<file path="config.mk">
export PLATFORM = sky130hd
export DESIGN_NAME = fetch_unit
export DESIGN_NICKNAME = d
export VERILOG_FILES = /design/src/rtl/fetch_unit.sv
export SDC_FILE = /design/constraint.sdc
export NUM_CORES = 1
export LEC_CHECK = 0
export CAP_MARGIN = 20
export CORE_MARGIN = 3
export CORE_UTILIZATION = 48
export CTS_CLUSTER_SIZE = 12
export DETAILED_ROUTE_END_ITERATION = 7
export PLACE_DENSITY = 0.85
export SYNTH_ARGS = -nofsm -noshare
export SYNTH_HDL_FRONTEND = slang
export SYNTH_SLANG_ARGS = --single-unit
</file>
<file path="constraint.sdc">
create_clock -name clk -period 3.8 [get_ports clk]
set_clock_uncertainty 0.05 [all_clocks]
set_input_delay 0.76 -clock clk [delete_from_list [all_inputs] [get_ports clk]]
set_output_delay 0.76 -clock clk [all_outputs]
set_load 0.03 [all_outputs]
</file>
<file path="src/rtl/fetch_unit.sv">
// Instruction fetch unit: keeps one memory read outstanding, holds the fetched
// word for decode until it is accepted, and handles branch redirect and HLT.
module fetch_unit #(
    parameter logic [15:0] RESET_PC = 16'h0000
) (
    input  logic        clk,
    input  logic        rst,
    output logic [15:0] mem_addr,
    output logic        mem_req,
    input  logic        mem_ack,
    input  logic [15:0] mem_rdata,
    output logic [15:0] COMMAND,
    output logic        cmd_valid,
    input  logic        cmd_ready,
    input  logic        PC_load,
    input  logic [15:0] pc_target,
    output logic [15:0] pc_out,
    output logic        halted
);

    typedef enum logic [1:0] {
        IDLE  = 2'd0,
        FETCH = 2'd1,
        HOLD  = 2'd2,
        HALT  = 2'd3
    } state_t;

    state_t      state_q, state_d;
    logic [15:0] pc_q, pc_d;
    logic [15:0] cmd_q, cmd_d;
    logic [15:0] pc_out_q, pc_out_d;
    logic        valid_q, valid_d;
    logic        req_q, req_d;
    logic        halted_q, halted_d;
    logic        accept_s;

    function automatic logic is_hlt(input logic [15:0] word);
        return (word[15:14] == 2'b11) && (word[7:4] == 4'b1111);
    endfunction

    assign accept_s = valid_q & cmd_ready;

    // Next-state and next-output logic for the fetch sequencer
    always_comb begin
        state_d  = state_q;
        pc_d     = pc_q;
        cmd_d    = cmd_q;
        pc_out_d = pc_out_q;
        valid_d  = valid_q;
        req_d    = req_q;
        halted_d = halted_q;
        case (state_q)
            IDLE: begin
                state_d = FETCH;
                req_d   = 1'b1;
            end
            FETCH: begin
                // An ack only counts while the request is actually raised.
                if (req_q && mem_ack) begin
                    cmd_d    = mem_rdata;
                    pc_out_d = pc_q;
                    valid_d  = 1'b1;
                    req_d    = 1'b0;
                    state_d  = HOLD;
                end else begin
                    state_d = FETCH;
                end
            end
            HOLD: begin
                if (accept_s) begin
                    valid_d = 1'b0;
                    if (is_hlt(cmd_q)) begin
                        halted_d = 1'b1;
                        state_d  = HALT;
                    end else begin
                        pc_d    = PC_load ? pc_target : (pc_q + 16'd1);
                        req_d   = 1'b1;
                        state_d = FETCH;
                    end
                end else begin
                    state_d = HOLD;
                end
            end
            HALT: begin
                req_d    = 1'b0;
                valid_d  = 1'b0;
                halted_d = 1'b1;
                state_d  = HALT;
            end
            default: begin
                state_d  = IDLE;
                pc_d     = RESET_PC;
                req_d    = 1'b0;
                valid_d  = 1'b0;
                halted_d = 1'b0;
            end
        endcase
    end

    // State and output registers; reset clears everything without waiting for clk
    always_ff @(posedge clk or posedge rst) begin
        if (rst) begin
            state_q  <= IDLE;
            pc_q     <= RESET_PC;
            cmd_q    <= 16'h0000;
            pc_out_q <= 16'h0000;
            valid_q  <= 1'b0;
            req_q    <= 1'b0;
            halted_q <= 1'b0;
        end else begin
            state_q  <= state_d;
            pc_q     <= pc_d;
            cmd_q    <= cmd_d;
            pc_out_q <= pc_out_d;
            valid_q  <= valid_d;
            req_q    <= req_d;
            halted_q <= halted_d;
        end
    end

    assign mem_addr  = pc_q;
    assign mem_req   = req_q;
    assign COMMAND   = cmd_q;
    assign cmd_valid = valid_q;
    assign pc_out    = pc_out_q;
    assign halted    = halted_q;

endmodule

</file>
Word-level counts from Yosys, hierarchy flattened --
Index checks and enable logic that the tools add are counted.
Operators by class: reductions and logical operators 10, equality and inequality tests 9, add/subtract/negate cells 1, bitwise gates (word level) 2, multiplexer cells 15
Operator list (count):
- 16-bit by 1-bit adder with 16-bit output (second input constant) | 1
- 16-bit two-way mux | 1
- 3-bit AND reduction | 4
- 2-bit inequality test (second input constant) | 4
- 2-bit case mux with 4 select lines | 1
- 1-bit two-way mux | 7
- 2-bit == test (second input constant) | 3
- 2-bit two-way mux | 3
- 4-bit == test (second input constant) | 1
- 1-bit case mux with 4 select lines | 1
- 1-bit case mux with 3 select lines | 1
- 3-bit nonzero test | 1
- 2-bit by 1-bit == test with 1-bit output (second input constant) | 1
- 1-bit logical AND | 2
- 2-bit logical NOT | 1
- 1-bit case mux with 2 select lines | 1
- 2-bit AND reduction | 1
- 2-bit nonzero test | 1
- 1-bit bitwise AND | 1
- 1-bit inverter | 1
Storage, ports and cells: input port bits 37, output and inout bits 51, bits in registers 53, word-level logic and storage cells 44

Depth between registers and ports, before layout --
depth in word-level cells 5, gate-level depth with buffers 5, mapped depth without buffers 5

Worst setup path before layout --
OpenSTA, ideal clock, no wires.
kind input-to-reg, from input port mem_ack, to register cmd_q[10] (netlist: COMMAND[10]), buffers on the path 2, setup time 0.125 ns, cell stages on the path 4, required time 3.625 ns, slack 2.044 ns, arrival time 1.581 ns, cells stage by stage nand4b_1 buf_2 buf_2 mux2_2
Between the ends: longest elaborated chain between the ends 2
Ends and longest elaborated chain:
- start, declared | RTL line 10 | input logic mem_ack,
- 1-bit logical AND | RTL line 59 | if (req_q && mem_ack) begin
- 2-bit AND reduction (no line)
- end signal, assigned | RTL line 113 | cmd_q <= cmd_d;
- end, declared | RTL line 30 | logic [15:0] cmd_q, cmd_d;
Every way passes these cells. A chain may end at the register's enable or synchronous reset.

Worst setup path in the final report --
from input port PC_load, to register pc_q[10] (netlist: mem_addr[10])
Between the ends: longest elaborated chain between the ends 1
Ends and longest elaborated chain:
- start, declared | RTL line 15 | input logic PC_load,
- 16-bit two-way mux | RTL line 76 | pc_d = PC_load ? pc_target : (pc_q + 16'd1);
- end signal, assigned | RTL line 112 | pc_q <= pc_d;
- end, declared | RTL line 29 | logic [15:0] pc_q, pc_d;
Every way passes these cells.

==> impl_results.md <==
* Synth warnings at 0
* Max Freq at 0.402 GHz
* ANT nets after route at 0
* Share of cells above drive strength 1 at 14.9%
* Synth unique cells at 46
* Die area at 0.00594 sq mm
* Critical Path End Type: register
* Max Root-Sink Buffers at 2
* Ys async rst share at 100%
* First-pass GRT wire length at 10300 microns
* Starting Density at 50.6%
* Worst vdd ir at 0.000351 V
* Reg power frac at 42.7%
* Top cells by area, synth: dfrtp_1 (55%), mux2_2 (13%), o21ai_0 (4.1%)
* R2R Path Start: state_q[1]
* Leak Pwr at 1.49 nW
* Synth Register Bits at 53
* # port buffers at 87
* Mean Syn Cell Area at 11.3 sq um
* CTS buffer count at 5
* Die width at 77.1 microns
* Final Cycle Share at 65.5%
* Internal at 1.17 mW
* GR Util All Layers at 21.8%
* Final Max Slew Viols at 0
* Clk root buf: clkbuf_8
* Final non-filler cell total at 370
* Grt ovf at 0
* Detailed placement HPWL at 4370 microns
* Maxcap violations at 0
* CTS tree: built
* EDFF count, synth at 0
* Met3 WL at 297 microns
* Vias in the first global route at 2018
* Top Layer Used: met4
* Ant diodes at 0
* Power per Cell Area at 490 mW/mm^2
* Filler cell count at 348
* Setup Fix Bufs, Post-CTS at 0
* Worst Slack Setup Final at 1310 ps
* Met1 wire length at 2690 microns
* Hold crit path type: reg2reg
* Row cnt at 25
* Logic pwr share at 31.3%
* Main synth FF type: dfrtp_1
* Sw Share at 31.5%
* CP arrival at 2600 ps
* Post-DR vias/cell at 5.44
* Post-Place Cells at 362
* Pre-CTS setup slack at 1030 ps
* Setup_tns at 0 ps
* DP Area at 0.00335 sq mm
* Final Hold Vio Count at 0
* Crit path time final at 2490 ps
* Area growth, synth to finish at 43.8%
* Core box area at 0.00479 sq mm
* CP Class: in2reg
* Top cell type's share of synthesized area at 54.7%
* Avg WL per Cell at 16.5 microns
* Most numerous cell in the Yosys netlist: dfrtp_1
* Nets@finish at 340
* Antenna violations before repair at 0
* Die Y at 77.1 microns
* Io pins at 88
* Placer Congestion at 0.842
* CP startpoint: PC_load
* Largest net degree at the start of global routing at 31
* Worst Path Required at 3910 ps
* Commonest cells post-synth: dfrtp_1 (53), mux2_2 (29), o21ai_0 (20)
* Mapped Nets at 253
* Crit start category: primary input
* Clk_lat worst skew at 310 ps
* Cells after synthesis at 215
* First-pass detailed-route iteration total at 4
* Synthesized area at 0.00242 sq mm
* Clock slew at reported path FFs at 90 ps
* Clock sink total at 53
* Status: complete, no violations
* Sequential area share after synthesis at 54.7%
* Cell taking the most area after synthesis: dfrtp_1
* Final instance area at 0.00349 sq mm
* Hold Path Origin: halted
* Number of remaining DRC errors at 0
* Clock network power share at 26.0%
* Switching pwr at 538 uW
* Htree depth at 2
* Worst-margin pin slew at 986 ps
* Via count at 2012
* Iteration-0 DRC Markers at 129
* DR WL met2 at 3070 microns
* DRT Wirelength at 6120 microns
* Post-CTS Resized at 0
* RSZ-0062 raised after global routing: false
* Worst slew margin at 33.8%
* Critical path peak fanout at 23
* CTS Hold Bufs at 0
* Final setup viols at 0
-- path summary, 6_finish.rpt --
check / end / slack (ps) / cells past startpoint
setup / recovery: mem_addr[10] / 1310 / 6
hold / removal: halted / 430 / 1
setup reg to reg: COMMAND[8] / 1830 / 3
hold reg to reg: halted / 430 / 1
max in group asynchronous: COMMAND[0] / 2210 / 3
min in group asynchronous: mem_addr[2] / 740 / 2
-- state kept, by name (all words and copies together) (netlist names) --
signal / flops
state_q: 2
mem_addr: 16
COMMAND: 16
mem_req: 1
pc_out: 16
cmd_valid: 1
halted: 1
-- cell type report --
class,count,area (sq um),share of cell area (%)
repair buffers,91,901,25.8
clock buffers,5,68.8,1.97
flip-flops and latches,53,1330,38.0
multi-input cells,145,1020,29.2
clock inverters,3,65.1,1.87
well taps,67,83.8,2.40
inverters,6,22.5,0.646
-- logic make-up after synthesis --
group / share of synthesized area, %
mux: 14.3
fa+ha+maj: 0.516
buf+inv: 3.25
compound gates: 16.5
flops: 54.7
simple gates: 10.7
-- worst max-delay path, cell delays in order --
cell             delay (ps)
clkdlybuf4s50_1         450
buf_4                   250
clkinv_1                470
nand3_1                 410
o31a_1                  200
o21ai_1                  60
-- routing by layer --
| layer | GRT usage [%] | vias up |
|---|---|---|
| met2 | 34.2 | 61 |
| met1 | 30.6 | 984 |
| met4 | 6.94 | 0 |
| met5 | 0 | - |
| met3 | 4.11 | 4 |
| li1 | - | 963 |
-- layout by cell type, fill, tap and decap left out, types with 4 or more instances in the layout --
cell type and n:
inv_1 4, a21oi_1 16, dfrtp_1 53, o21ai_0 20
nand3_1 7, clkdlybuf4s50_1 87, nor2_1 7, nand2_1 17
mux2_2 29, clkbuf_8 5, buf_4 4
-- power groups by stage --
stage                     sequential (mW)  clock, mW  combinational [mW]
after global placement              0.736          0               0.530
after detailed placement            0.739          0               0.539
final                               0.730      0.445               0.534
after floorplan                     0.908          0               0.112
after CTS                           0.730      0.449               0.540
after global routing                0.743      0.473               0.567
-- stage by stage --
| stage | hold slack, ps | total power, mW | util [%] |
|---|---|---|---|
| 2_1_floorplan | 465 | 1.02 | - |
| 3_3_place_gp | 400 | 1.27 | 70.0 |
| 3_5_place_dp | 411 | 1.28 | 70.0 |
| 4_1_cts | 436 | 1.72 | 72.8 |
| 5_1_grt | 477 | 1.78 | 72.8 |
| 6_report | 430 | 1.71 | 72.8 |
(Power assumes the default switching activity.)
